File: src/rtl/mem_arbiter_pkg.sv
// Shared types and default sizing for the instruction/data RAM arbiter.
package mem_arbiter_pkg;

   typedef logic [31:0] word_t;

   // Handshake state reported by the RAM model.
   typedef enum logic [1:0] {
      RAM_FREE   = 2'd0,
      RAM_BUSY   = 2'd1,
      RAM_ACCESS = 2'd2,
      RAM_ERROR  = 2'd3
   } ramstate_t;

   // Arbiter FSM states: idle, fetch granted, data granted.
   typedef enum logic [1:0] {
      ARB_IDLE   = 2'd0,
      ARB_IGRANT = 2'd1,
      ARB_DGRANT = 2'd2
   } arb_state_t;

   localparam int unsigned MAX_DSTREAK_DEF = 4;
   localparam int unsigned TIMEOUT_DEF     = 64;

   // A data access is requested by either a read or a write strobe.
   function automatic logic f_data_req(input logic ren, input logic wen);
      return ren | wen;
   endfunction

endpackage

File: src/rtl/mem_arbiter_if.sv
// Bundle of the CPU-side requester signals and the RAM-side port.
// slave: the arbiter; master: the environment (CPU side + RAM model).
interface mem_arbiter_if;

   logic                          halt;
   logic                          iren;
   mem_arbiter_pkg::word_t        iaddr;
   logic                          iwait;
   mem_arbiter_pkg::word_t        iload;
   logic                          dren;
   logic                          dwen;
   mem_arbiter_pkg::word_t        daddr;
   mem_arbiter_pkg::word_t        dstore;
   logic                          dwait;
   mem_arbiter_pkg::word_t        dload;
   logic                          ramren;
   logic                          ramwen;
   mem_arbiter_pkg::word_t        ramaddr;
   mem_arbiter_pkg::word_t        ramstore;
   mem_arbiter_pkg::word_t        ramload;
   mem_arbiter_pkg::ramstate_t    ramstate;
   logic                          err;

   modport slave (
      input  halt, iren, iaddr, dren, dwen, daddr, dstore, ramload, ramstate,
      output iwait, iload, dwait, dload, ramren, ramwen, ramaddr, ramstore, err
   );

   modport master (
      output halt, iren, iaddr, dren, dwen, daddr, dstore, ramload, ramstate,
      input  iwait, iload, dwait, dload, ramren, ramwen, ramaddr, ramstore, err
   );

endinterface

File: src/rtl/mem_arbiter_arb_fairness_ctr.sv
// Fairness streak counter and grant watchdog for mem_arbiter.
// streak counts completed data grants since the last completed fetch;
// wdog counts the cycles of the current grant (1 in its first cycle).
module arb_fairness_ctr
   import mem_arbiter_pkg::*;
#(
   parameter int unsigned MAX_DSTREAK = MAX_DSTREAK_DEF,
   parameter int unsigned TIMEOUT     = TIMEOUT_DEF
) (
   input  logic i_clk,
   input  logic i_rst,
   input  logic i_enter_grant,
   input  logic i_in_grant,
   input  logic i_leave_grant,
   input  logic i_data_done,
   input  logic i_fetch_done,
   output logic o_force_fetch,
   output logic o_timeout
);

   localparam int unsigned STREAK_W = $clog2(MAX_DSTREAK + 1);
   localparam int unsigned WDOG_W   = $clog2(TIMEOUT);
   localparam logic [STREAK_W-1:0] STREAK_MAX = STREAK_W'(MAX_DSTREAK);
   localparam logic [STREAK_W-1:0] STREAK_ONE = STREAK_W'(1);
   localparam logic [WDOG_W-1:0]   WDOG_MAX   = WDOG_W'(TIMEOUT - 1);
   localparam logic [WDOG_W-1:0]   WDOG_ONE   = WDOG_W'(1);

   logic [STREAK_W-1:0] r_streak;
   logic [WDOG_W-1:0]   r_wdog;

   // Streak: saturating count of data completions, cleared by a fetch completion.
   always_ff @(posedge i_clk) begin
      if (i_rst) begin
         r_streak <= '0;
      end else if (i_fetch_done) begin
         r_streak <= '0;
      end else if (i_data_done && (r_streak != STREAK_MAX)) begin
         r_streak <= r_streak + STREAK_ONE;
      end else begin
         r_streak <= r_streak;
      end
   end

   // Watchdog: loads 1 when a grant starts so it equals the grant cycle number;
   // saturates at TIMEOUT-1 and clears whenever no grant is held.
   always_ff @(posedge i_clk) begin
      if (i_rst) begin
         r_wdog <= '0;
      end else if (i_enter_grant) begin
         r_wdog <= WDOG_ONE;
      end else if (i_in_grant && !i_leave_grant) begin
         r_wdog <= (r_wdog == WDOG_MAX) ? r_wdog : r_wdog + WDOG_ONE;
      end else begin
         r_wdog <= '0;
      end
   end

   assign o_force_fetch = (r_streak == STREAK_MAX);
   assign o_timeout     = i_in_grant && (r_wdog == WDOG_MAX);

endmodule

File: src/rtl/mem_arbiter.sv
// Arbitrates the single-ported RAM between instruction fetch and data access.
// Data has priority unless the fairness counter forces a pending fetch.
// Grants are held until the RAM reports ACCESS or the requester drops.
module mem_arbiter
   import mem_arbiter_pkg::*;
#(
   parameter int unsigned MAX_DSTREAK = MAX_DSTREAK_DEF,
   parameter int unsigned TIMEOUT     = TIMEOUT_DEF
) (
   input  logic          i_clk,
   input  logic          i_rst,
   mem_arbiter_if.slave  bus
);

   arb_state_t r_state;
   arb_state_t w_next_state;
   logic       r_err;

   logic  w_ireq, w_dreq, w_access;
   logic  w_in_grant, w_enter_grant, w_leave_grant;
   logic  w_fetch_done, w_data_done;
   logic  w_force_fetch, w_timeout;
   logic  w_iwait, w_dwait, w_ramren, w_ramwen;
   word_t w_iload, w_dload, w_ramaddr, w_ramstore;

   assign w_ireq   = bus.iren & ~bus.halt;
   assign w_dreq   = f_data_req(bus.dren, bus.dwen);
   assign w_access = (bus.ramstate == RAM_ACCESS);

   // halt is deliberately not part of the fetch-done term: a fetch already
   // granted runs to completion even if halt rises during it.
   assign w_fetch_done  = (r_state == ARB_IGRANT) && bus.iren && w_access;
   assign w_data_done   = (r_state == ARB_DGRANT) && w_dreq && w_access;
   assign w_in_grant    = (r_state != ARB_IDLE);
   assign w_enter_grant = !w_in_grant && (w_next_state != ARB_IDLE);
   assign w_leave_grant = w_in_grant && (w_next_state == ARB_IDLE);

   arb_fairness_ctr #(
      .MAX_DSTREAK (MAX_DSTREAK),
      .TIMEOUT     (TIMEOUT)
   ) u_fair (
      .i_clk         (i_clk),
      .i_rst         (i_rst),
      .i_enter_grant (w_enter_grant),
      .i_in_grant    (w_in_grant),
      .i_leave_grant (w_leave_grant),
      .i_data_done   (w_data_done),
      .i_fetch_done  (w_fetch_done),
      .o_force_fetch (w_force_fetch),
      .o_timeout     (w_timeout)
   );

   // FSM state register.
   always_ff @(posedge i_clk) begin
      if (i_rst) begin
         r_state <= ARB_IDLE;
      end else begin
         r_state <= w_next_state;
      end
   end

   // Sticky timeout flag: set when the watchdog expires without ACCESS.
   always_ff @(posedge i_clk) begin
      if (i_rst) begin
         r_err <= 1'b0;
      end else if (w_timeout && !w_access) begin
         r_err <= 1'b1;
      end else begin
         r_err <= r_err;
      end
   end

   // Next-state selection and the RAM/requester output mux for the granted side.
   always_comb begin
      w_next_state = r_state;
      w_iwait      = 1'b1;
      w_dwait      = 1'b1;
      w_iload      = 32'd0;
      w_dload      = 32'd0;
      w_ramren     = 1'b0;
      w_ramwen     = 1'b0;
      w_ramaddr    = 32'd0;
      w_ramstore   = 32'd0;
      case (r_state)
         ARB_IDLE: begin
            if (w_dreq && !(w_force_fetch && w_ireq)) begin
               w_next_state = ARB_DGRANT;
            end else if (w_ireq) begin
               w_next_state = ARB_IGRANT;
            end else begin
               w_next_state = ARB_IDLE;
            end
         end
         ARB_IGRANT: begin
            if (bus.iren) begin
               w_ramren  = 1'b1;
               w_ramaddr = bus.iaddr;
               if (w_access) begin
                  w_iwait      = 1'b0;
                  w_iload      = bus.ramload;
                  w_next_state = ARB_IDLE;
               end else begin
                  w_next_state = ARB_IGRANT;
               end
            end else begin
               w_next_state = ARB_IDLE;
            end
         end
         ARB_DGRANT: begin
            if (w_dreq) begin
               // dREN together with dWEN is treated as a write.
               w_ramren   = ~bus.dwen;
               w_ramwen   = bus.dwen;
               w_ramaddr  = bus.daddr;
               w_ramstore = bus.dstore;
               if (w_access) begin
                  w_dwait      = 1'b0;
                  w_dload      = bus.ramload;
                  w_next_state = ARB_IDLE;
               end else begin
                  w_next_state = ARB_DGRANT;
               end
            end else begin
               w_next_state = ARB_IDLE;
            end
         end
         default: begin
            w_next_state = ARB_IDLE;
         end
      endcase
   end

   assign bus.iwait    = w_iwait;
   assign bus.iload    = w_iload;
   assign bus.dwait    = w_dwait;
   assign bus.dload    = w_dload;
   assign bus.ramren   = w_ramren;
   assign bus.ramwen   = w_ramwen;
   assign bus.ramaddr  = w_ramaddr;
   assign bus.ramstore = w_ramstore;
   assign bus.err      = r_err;

endmodule
File: src/flat_wrapper.sv
// flat-port wrapper written by rule: the top's interface ports become plain ports
module mem_arbiter_flat import mem_arbiter_pkg::*;
#(
   parameter int unsigned MAX_DSTREAK = MAX_DSTREAK_DEF,
   parameter int unsigned TIMEOUT     = TIMEOUT_DEF
)
  (i_clk, i_rst, bus_halt, bus_iren, bus_iaddr, bus_dren, bus_dwen, bus_daddr, bus_dstore, bus_ramload, bus_ramstate, bus_iwait, bus_iload, bus_dwait, bus_dload, bus_ramren, bus_ramwen, bus_ramaddr, bus_ramstore, bus_err);
  mem_arbiter_if bus_i ();
  input  logic i_clk;
  input  logic i_rst;
  input wire logic [$bits(bus_i.halt)-1:0] bus_halt;
  input wire logic [$bits(bus_i.iren)-1:0] bus_iren;
  input wire logic [$bits(bus_i.iaddr)-1:0] bus_iaddr;
  input wire logic [$bits(bus_i.dren)-1:0] bus_dren;
  input wire logic [$bits(bus_i.dwen)-1:0] bus_dwen;
  input wire logic [$bits(bus_i.daddr)-1:0] bus_daddr;
  input wire logic [$bits(bus_i.dstore)-1:0] bus_dstore;
  input wire logic [$bits(bus_i.ramload)-1:0] bus_ramload;
  input wire logic [$bits(bus_i.ramstate)-1:0] bus_ramstate;
  output wire logic [$bits(bus_i.iwait)-1:0] bus_iwait;
  output wire logic [$bits(bus_i.iload)-1:0] bus_iload;
  output wire logic [$bits(bus_i.dwait)-1:0] bus_dwait;
  output wire logic [$bits(bus_i.dload)-1:0] bus_dload;
  output wire logic [$bits(bus_i.ramren)-1:0] bus_ramren;
  output wire logic [$bits(bus_i.ramwen)-1:0] bus_ramwen;
  output wire logic [$bits(bus_i.ramaddr)-1:0] bus_ramaddr;
  output wire logic [$bits(bus_i.ramstore)-1:0] bus_ramstore;
  output wire logic [$bits(bus_i.err)-1:0] bus_err;
  assign bus_i.halt = bus_halt;
  assign bus_i.iren = bus_iren;
  assign bus_i.iaddr = bus_iaddr;
  assign bus_i.dren = bus_dren;
  assign bus_i.dwen = bus_dwen;
  assign bus_i.daddr = bus_daddr;
  assign bus_i.dstore = bus_dstore;
  assign bus_i.ramload = bus_ramload;
  assign bus_i.ramstate = bus_ramstate;
  assign bus_iwait = bus_i.iwait;
  assign bus_iload = bus_i.iload;
  assign bus_dwait = bus_i.dwait;
  assign bus_dload = bus_i.dload;
  assign bus_ramren = bus_i.ramren;
  assign bus_ramwen = bus_i.ramwen;
  assign bus_ramaddr = bus_i.ramaddr;
  assign bus_ramstore = bus_i.ramstore;
  assign bus_err = bus_i.err;
  mem_arbiter #(.MAX_DSTREAK(MAX_DSTREAK), .TIMEOUT(TIMEOUT)) u_core (.i_clk(i_clk), .i_rst(i_rst), .bus(bus_i));
endmodule
File: config.mk
export PLATFORM = sky130hd
export DESIGN_NAME = mem_arbiter_flat
export DESIGN_NICKNAME = d
export VERILOG_FILES = /design/src/rtl/mem_arbiter_pkg.sv /design/src/rtl/mem_arbiter_if.sv /design/src/rtl/mem_arbiter_arb_fairness_ctr.sv /design/src/rtl/mem_arbiter.sv /design/src/flat_wrapper.sv
export SDC_FILE = /design/constraint.sdc
export NUM_CORES = 1
export LEC_CHECK = 0
export CORE_AREA = 5 5 102 104
export DETAILED_ROUTE_END_ITERATION = 10
export DIE_AREA = 0 0 107 109
export PLACE_DENSITY = 0.76
export SLEW_MARGIN = 30
export SYNTH_ARGS = -nofsm -noshare
export SYNTH_HDL_FRONTEND = slang
export SYNTH_SLANG_ARGS = --single-unit
File: constraint.sdc
create_clock -name i_clk -period 2 [get_ports i_clk]
set_input_delay 0.2 -clock i_clk [delete_from_list [all_inputs] [get_ports i_clk]]
set_output_delay 0.2 -clock i_clk [all_outputs]
set_load 0.05 [all_outputs]
Word-level counts from Yosys, hierarchy flattened
Index checks and enable logic that the tools add are counted.
- flip-flop bits (word level): 12
- bits of input ports: 136
- output and inout bits: 133
- logic and storage cells: 71
- add/subtract/negate cells: 2
- equal/unequal tests: 7
- multiplexer cells: 30
- bitwise operators: 5
- reduce and logical (&&, ||, !) cells: 22
- operator list (cell ; number):
    32-bit two-way mux ; 9
    32-bit case mux with 2 select lines ; 1
    1-bit two-way mux ; 15
    1-bit logical AND ; 12
    6-bit by 1-bit adder with 6-bit output, second input constant ; 1
    6-bit equality test, second input constant ; 1
    2-bit two-way mux ; 3
    3-bit inequality test, second input constant ; 2
    2-bit case mux with 3 select lines ; 1
    2-bit equality test, second input constant ; 2
    1-bit zero test ; 4
    2-bit zero test ; 2
    2-bit nonzero test ; 2
    3-bit by 1-bit adder with 3-bit output, second input constant ; 1
    3-bit equality test, second input constant ; 1
    1-bit NOT ; 3
    3-bit OR reduction ; 1
    2-bit by 1-bit equality test with 1-bit output, second input constant ; 1
    1-bit case mux with 2 select lines ; 1
    2-bit OR reduction ; 1
    1-bit bitwise AND ; 1
    1-bit bitwise OR ; 1

Longest topological paths before layout
Gate-level depths: netlist of run 1.
- depth after elaboration: 13
- mapped depth: 8
- depth with buffers taken out: 6

By module
Synthesis of run 1 repeated with hierarchy kept, for this count alone.
- cell total of the unflattened synthesis: 281
- area, all modules: 1965.6 sq um
- modules (own cells, without submodules) (module ; times used ; cells an instance ; area an instance (sq um) ; sequential area each (sq um)):
    mem_arbiter ; 1 ; 225 ; 1477.7 ; 60.1
    arb_fairness_ctr ; 1 ; 56 ; 488.0 ; 180.2

Worst setup path after synthesis of run 1
Ideal clock, no wire load.
- kind: register to output
- start point: register u_core.r_state[1]
- end point: output bus_ramaddr[0]
- arrival: 1.766 ns
- data required time: 1.800 ns
- path slack: 0.034 ns
- cell stages (with the launch flop): 7
- path buffers: 1
- cell sequence: dfxtp_1 -> inv_1 -> ha_1 -> and2_4 -> clkbuf_1 -> a22oi_1 -> nor2b_1
- cells in the longest elaborated chain, start to end: 2
- elaborated cells on any way between the ends: 3
- those cells by class: eq/ne: 2; mux: 1
- ends and longest elaborated chain (what ; RTL line ; source):
    start, declared ; mem_arbiter.sv:15 ; arb_state_t r_state;
    start signal, assigned ; mem_arbiter.sv:58 ; r_state <= w_next_state;
    2-bit equality test or 2-bit by 1-bit equality test with 1-bit output (tied branches) ; mem_arbiter.sv:84 ; case (r_state)
    32-bit case mux with 2 select lines (*) ; mem_arbiter.sv:84 ;
    end, declared ; flat_wrapper.sv:26 ; output wire logic [$bits(bus_i.ramaddr)-1:0] bus_ramaddr;
Every way passes the cells marked *; elsewhere a longest branch is shown, timed or not.

Worst setup path in the final report of run 1
- start point: register u_core.r_state[0]
- end point: output bus_ramaddr[13]
Same word-level chain as after synthesis.

==> results of run 1 <==
[report_power, final]
group | switching, uW | internal, uW | total, uW
clock | 97.7 | 174 | 272
sequential | 5.69 | 246 | 252
combinational | 560 | 650 | 1210
total | 663 | 1070 | 1730
[timing repair]
item / in CTS / in global routing
hold endpoints to repair: 0 / 0
setup buffers: 0 / 2
setup endpoints to repair: 6 / 30
cloned: 0 / 1
gates resized for setup: 5 / 24
pin swaps: 0 / 1
[state kept, by name (all words and copies together), names as in the netlist]
signal                  count
u_core.r_state              2
u_core.u_fair.r_streak      3
u_core.u_fair.r_wdog        6
u_core.bus.err              1
[worst register-to-register path: stages (launching register included)]
cell	delay, ns
dfxtp_1	0.33
inv_1	0.09
ha_2	0.20
o21a_4	0.19
buf_12	0.18
buf_4	0.17
nand3_2	0.10
mux2i_1	0.18
nor3_1	0.06
[final cells by class]
type / count / area (sq um) / area share
clock buffers: 4 / 55.1 / 0.00879
inverters: 6 / 22.5 / 0.00359
multi-input cells: 221 / 1600 / 0.255
flip-flops and latches: 12 / 241 / 0.0385
well taps: 114 / 143 / 0.0228
repair buffers: 283 / 4210 / 0.672
[cells by family after synthesis]
kind of cell / Yosys count
muxes: 3
adders and majority gates: 7
AOI/OAI and AO/OA: 46
DFF: 12
xor gates and xnor gates: 4
buffers and inverters: 34
and+or+nand+nor: 161
[layer usage]
metal / part of all wire / track usage / vias to the layer above
met3: 0.10 / 0.0752 / 18
met5: 0 / 0 / -
met4: 0.015 / 0.0247 / 0
met2: 0.54 / 0.372 / 159
met1: 0.34 / 0.195 / 1347
li1: - / - / 1463
[worst max-delay path by stage]
stage	startpoint	end	slack [ns]	cells after the start
final	u_core.r_state[0]	bus_ramaddr[13]	0.07	7
after global routing	u_core.r_state[0]	bus_ramaddr[15]	-0.01	7
after CTS	u_core.r_state[1]	bus_ramaddr[17]	0.03	7
after detailed placement	bus_dren	bus_ramaddr[11]	0.04	6
after global placement	bus_dren	bus_ramaddr[13]	0.11	6
after floorplan	u_core.r_state[1]	bus_ramaddr[0]	0.03	6
[synth_stat cells, drive strengths merged]
cell type	n	area (sq um)
mux2i	3	30.0
nand3b	1	7.51
o22ai	1	6.26
nor4	1	12.5
nand2	5	18.8
o211ai	1	21.3
a31oi	1	6.26
o211a	1	10.0
nand3	3	25.0
and3	66	413
nor2b	34	215
o21ai	3	18.8
nand2b	2	12.5
xnor2	3	26.3
nor3	3	15.0
buf	11	92.6
dfxtp	12	240
inv	6	22.5
xor2	1	8.76
a22oi	33	248
a21oi	3	15.0
and4b	1	10.0
and2	37	234
clkbuf	17	70.1
a41oi	1	8.76
o21a	1	7.51
nor2	8	32.5
o31ai	1	7.51
ha	7	87.6
[cell usage in the layout (no fill, tap or decap), types with 3 or more instances in the layout]
master	synthesis	layout
nor2b_2	1	19
buf_12	0	138
mux2i_1	3	3
nor2_1	7	7
inv_1	6	6
nor3_1	3	3
a22oi_1	33	26
ha_1	7	6
dfxtp_1	12	11
clkdlybuf4s50_1	0	136
a22oi_2	0	7
and2_1	36	36
and3_1	66	66
nor2b_1	33	14
a21oi_1	3	3
buf_4	5	8
xnor2_1	3	3
clkbuf_8	0	4
nand2_1	5	5
[per-stage QoR]
stage / cell area [sq um] / worst slack, ns
finish: 6270 / 0.0747
global route: 6270 / -0.0132
CTS: 6140 / 0.0286
detailed placement: 6070 / 0.0376
global placement: 6070 / 0.107
floorplan: 1920 / 0.0338
==> results.py, run 1 <==
metrics = {
    "outcome": {
        "outcome": "finished, final reports clean",
    },
    "power_and_ir_drop": {
        "power_per_cell_area_mw_per_mm2": 277,
        "vdd_drop_max_v": 0.000238,
        "leakage_uw": 0.00261,
        "total_power_uw": 1730,
    },
    "floorplan": {
        "die_y_microns": 109,
        "initial_core_util": 0.203,
        "core_area_sq_mm": 0.00946,
        "dieArea_sq_mm": 0.0117,
        "row_count": 36,
        "die_w_microns": 107,
        "io_pins": 269,
    },
    "sta": {
        "whs_ns": 0.506,
        "worst_pin_slew_ns": 0.498,
        "max_clock_freq_mhz": 519,
        "fin_setup_tns_ns": 0,
        "setup_violations": 0,
        "finalCriticalPeriod_ns": 1.93,
        "rsz0062_at_grt": "yes",
        "period_share": 0.963,
        "clock_skew_ns": 0.000844,
        "relSlewSlack": 0.667,
        "drv_slew": 0,
        "final_hold_viol_count": 0,
    },
    "place": {
        "dp.cells": 633,
        "dp_hpwl_microns": 10500,
        "gp_congestion": 0.775,
        "io_buffers": 268,
    },
    "yosys": {
        "synth_top_family_by_area": "simple AND/OR/NAND/NOR gates",
        "synth_xor_area_frac": 0.0182,
        "syn_inst": 267,
        "synth_compound_area_frac": 0.182,
        "synth.avg_cell_area_sq_um": 7.20,
        "synth.mux.area_fraction": 0.0156,
        "synth.distinct_cells": 37,
        "synthesis.nets": 410,
        "synth_area_sq_mm": 0.00192,
        "synthSimpleGateAreaFrac": 0.518,
        "yosys.area_share.adder": 0.0455,
        "ys_seq_area_frac": 0.125,
        "synth_seq_cells": 12,
        "ys.warnings.count": 0,
    },
    "setup_path": {
        "r2r_start": "u_core.r_state[0]",
        "path_cells": "inv_1, ha_2, o21a_4, buf_12, a22oi_2, nor2b_1, buf_12",
        "cp-start-kind": "flop",
        "path_max_fanout": 27,
        "path_buf_inv": 3,
        "timing.critical_path.mode_cell": "buf_12",
        "r2r-end": "u_core.u_fair.r_streak[1]",
        "critPathMaxStageDelay_ns": 0.33,
        "r2r_setup_slack_ns": 0.38,
        "rr_worst_depth": 8,
        "crit_arrival_ns": 1.73,
        "critPathKind": "reg2out",
        "cpMaxStageDelayCell": "dfxtp_1",
        "required_ns": 1.80,
        "critical-path-top-delay-family": "buffers and inverters",
        "endpoint_kind": "output pin",
    },
    "route": {
        "viasPerCell": 4.67,
        "post-route-drc-count": 0,
        "drt_wl_total_microns": 12400,
        "vias": 2987,
        "route.detailed.wl_per_inst_microns": 19.4,
        "drt-initial-drc-count": 155,
        "postRouteAntennaNets": 0,
        "firstDrtPassIters": 6,
    },
    "cells_and_area": {
        "final_util": 0.662,
        "n_fill_cell": 707,
        "nets": 670,
        "fin_cells": 640,
        "syn2layout_area_growth_pct": 226,
        "diodes": 0,
        "drive_above_1_share": 0.357,
    },
    "clock_tree": {
        "htree_levels": 1,
        "cts_tree": "done",
        "clock-root-buffer": "clkbuf_8",
        "cts_buffer_depth": 2,
        "cts_num_sinks": 12,
        "hold_buffers": 0,
        "clkTransAtPathRegs_ns": 0.05,
        "cts_buffers": 3,
        "clock_latency_ns": 0.25,
    },
    "min_path": {
        "hold_start": "u_core.bus.err",
        "hp-class": "reg2reg",
        "min_to": "u_core.bus.err",
        "holdPathStages": 2,
    },
    "global_route": {
        "grt_pass1_wl_microns": 17300,
        "grt_pass1_vias": 3030,
        "grt_max_degree": 65,
        "antenna_found_initial": 0,
        "grtUsageTotal": 0.190,
        "gr-total-overflow": 0,
    },
    "flow_run": {
        "cap_violations": 0,
    },
}
(Power assumes the default switching activity.)
==> inputs of run 2 (changes only) <==
CORE_AREA = 5 5 101 103   (was 5 5 102 104)
DIE_AREA = 0 0 106 108   (was 0 0 107 109)
PLACE_DENSITY = 0.77   (was 0.76)
SYNTH_HIERARCHICAL = 1   (was unset)
==> results.py, run 2 <==
metrics = {
    "sta": {
        "drv_slew": 0,
        "relSlewSlack": 0.660,
        "setup_violations": 0,
        "rsz0062_at_grt": "yes",
        "final_hold_viol_count": 0,
        "max_clock_freq_mhz": 516,
        "timing.final.ws_setup_ns": 0.0637,
        "whs_ns": 0.472,
        "clock_skew_ns": 0.000280,
        "period_share": 0.968,
        "worst_pin_slew_ns": 0.509,
        "finalCriticalPeriod_ns": 1.94,
    },
    "yosys": {
        "ys.warnings.count": 6,
        "synth_edf_count": 0,
        "ys_seq_area_frac": 0.122,
        "synth.distinct_cells": 40,
        "synth_area_sq_mm": 0.00197,
        "synth.avg_cell_area_sq_um": 7.00,
        "synth_ff_type": "dfxtp_1",
        "synth_common_cells": "and3_1 (66), and2_1 (36), nor2b_1 (34), a22oi_1 (33), dfxtp_1 (12)",
        "synth.top_cells.by_area": "and3_1 (21%), a22oi_1 (13%), dfxtp_1 (12%)",
        "synthSimpleGateAreaFrac": 0.530,
        "synth_top_cell_by_area": "and3_1",
        "synth_xor_area_frac": 0.00446,
        "synth.top_cell.area_share": 0.210,
        "synthesis.nets": 424,
        "yosys.area_share.adder": 0.0446,
        "async_flop_share": 0,
        "synth_top_family_by_area": "simple AND/OR/NAND/NOR gates",
        "synth_seq_cells": 12,
        "yosysMostFrequentCell": "and3_1",
        "synth_compound_area_frac": 0.205,
        "syn_inst": 281,
        "synth.mux.area_fraction": 0,
    },
    "floorplan": {
        "die_y_microns": 108,
        "core_area_sq_mm": 0.00911,
        "initial_core_util": 0.216,
        "dieArea_sq_mm": 0.0114,
        "die_w_microns": 106,
        "row_count": 35,
        "io_pins": 269,
    },
    "cells_and_area": {
        "multi_input_area_sq_mm": 0.00169,
        "final_common_cell": "clkdlybuf4s50_1",
        "n_fill_cell": 640,
        "layout_common_cells": "clkdlybuf4s50_1 (134), buf_12 (130), and3_1 (59)",
        "final_area_sq_mm": 0.00643,
        "final_util": 0.705,
        "largest_reg_flops": 6,
        "drive_above_1_share": 0.372,
        "top_register": "u_core/u_fair/r_wdog",
        "syn2layout_area_growth_pct": 227,
        "seqCellArea_sq_um": 243,
        "top_regs": "u_core/u_fair/r_wdog (6), u_core/u_fair/r_streak (3), u_core/r_state (2)",
        "nets": 695,
    },
    "clock_tree": {
        "cts_tree": "done",
        "hold_buffers": 0,
        "cts_buffers": 3,
        "cts_buffer_depth": 2,
        "cts_num_sinks": 12,
        "clkTransAtPathRegs_ns": 0.05,
        "clock-root-buffer": "clkbuf_8",
        "htree_levels": 1,
        "clock_latency_ns": 0.23,
    },
    "setup_path": {
        "path_max_fanout": 5,
        "crit_arrival_ns": 2.08,
        "required_ns": 2.15,
        "critPathKind": "reg2reg",
        "endpoint_kind": "flop",
        "cp-start-kind": "flop",
    },
    "place": {
        "gp_congestion": 0.955,
        "placed_area_sq_mm": 0.00608,
        "io_buffers": 268,
        "dp_hpwl_microns": 12300,
        "pre_cts_ws_ns": -0.0342,
    },
    "power_and_ir_drop": {
        "power_per_cell_area_mw_per_mm2": 265,
        "p_seq_frac": 0.148,
        "intPower_uw": 1070,
        "swShare": 0.373,
        "total_power_uw": 1710,
        "comb_power_share": 0.700,
        "p_clk_frac": 0.152,
        "leakage_uw": 0.00265,
        "power_switching_uw": 637,
        "vdd_drop_max_v": 0.000306,
    },
    "route": {
        "vias": 3258,
        "post-route-drc-count": 0,
        "postRouteAntennaNets": 0,
        "viasPerCell": 4.90,
        "drt-initial-drc-count": 215,
        "firstDrtPassIters": 4,
        "route.detailed.wl_per_inst_microns": 23.1,
        "drt_wl_total_microns": 15300,
    },
    "global_route": {
        "gr-total-overflow": 0,
        "grt_max_degree": 65,
        "grt_pass1_vias": 3363,
        "antenna_found_initial": 4,
        "grtUsageTotal": 0.246,
        "grt_pass1_wl_microns": 21500,
    },
    "min_path": {
        "hp-class": "reg2reg",
    },
    "outcome": {
        "outcome": "finished, final reports clean",
    },
    "flow_run": {
        "cap_violations": 0,
    },
}
run 2: cell count changes after synthesis, moves of 3 or more:
cell	change
buf_4	-3
nor3_1	-3
mux2i_1	-3
inv_1	+5
buf_2	+7
buf_6	-3
nand2_1	+3
o21ai_0	+3
a21oi_1	+4
run 2: metal layers:
layer | track usage | routed length [microns]
met2 | 0.480 | 8490
met5 | 0 | 27
met1 | 0.254 | 5350
met4 | 0.0694 | 343
met3 | 0.0752 | 1130
run 2: cells by family after synthesis:
group / after synthesis
buffers and inverters: 38
and+or+nand+nor: 168
xor gates and xnor gates: 1
adders and majority gates: 7
AOI/OAI and AO/OA: 55
DFF: 12
run 2: what timing repair did:
item                                    CTS  global route
endpoints found under the setup margin   91            93
resized for setup                        28            22
pin swaps                                 1             2
cloned                                    6             0
buffers inserted                          5             1
run 2: final timing paths:
check / startpoint / to / slack [ns] / cells past startpoint
setup / recovery: u_core/r_state[1] / u_core/u_fair/r_wdog[5] / 0.06 / 7
hold / removal: u_core/bus.err / u_core/bus.err / 0.47 / 2
setup reg to reg: u_core/r_state[1] / u_core/u_fair/r_wdog[5] / 0.06 / 7
hold reg to reg: u_core/bus.err / u_core/bus.err / 0.47 / 2
run 2: through the flow:
step / setup TNS, ns / instances
floorplan: 0 / 281
global placement: -0.0103 / 650
detailed placement: -0.0659 / 650
CTS: -0.00935 / 664
global route: -0.0746 / 664
finish: 0 / 665
run 2: cell type report:
class / instances / share of cell area
diodes: 3 / 0.00117
clock buffers: 4 / 0.00857
inverters: 11 / 0.00643
multi-input cells: 233 / 0.263
flip-flops and latches: 12 / 0.0378
well taps: 111 / 0.0216
repair buffers: 291 / 0.661
run 2: critical path, stage by stage (launching register included):
cell and delay (ns):
dfxtp_2 0.34, inv_1 0.11, ha_4 0.17, nand2_1 0.08, a211oi_1 0.24, nor2_1 0.10, or4_4 0.59, a311oi_2 0.21
run 2: power by group through the flow:
stage          Sequential [uW]  Clock, uW  Combinational, uW
5_1_grt                    253        278               1240
2_1_floorplan              254          0                444
3_5_place_dp               256          0               1110
3_3_place_gp               255          0               1090
6_report                   253        260               1190
4_1_cts                    252        261               1200
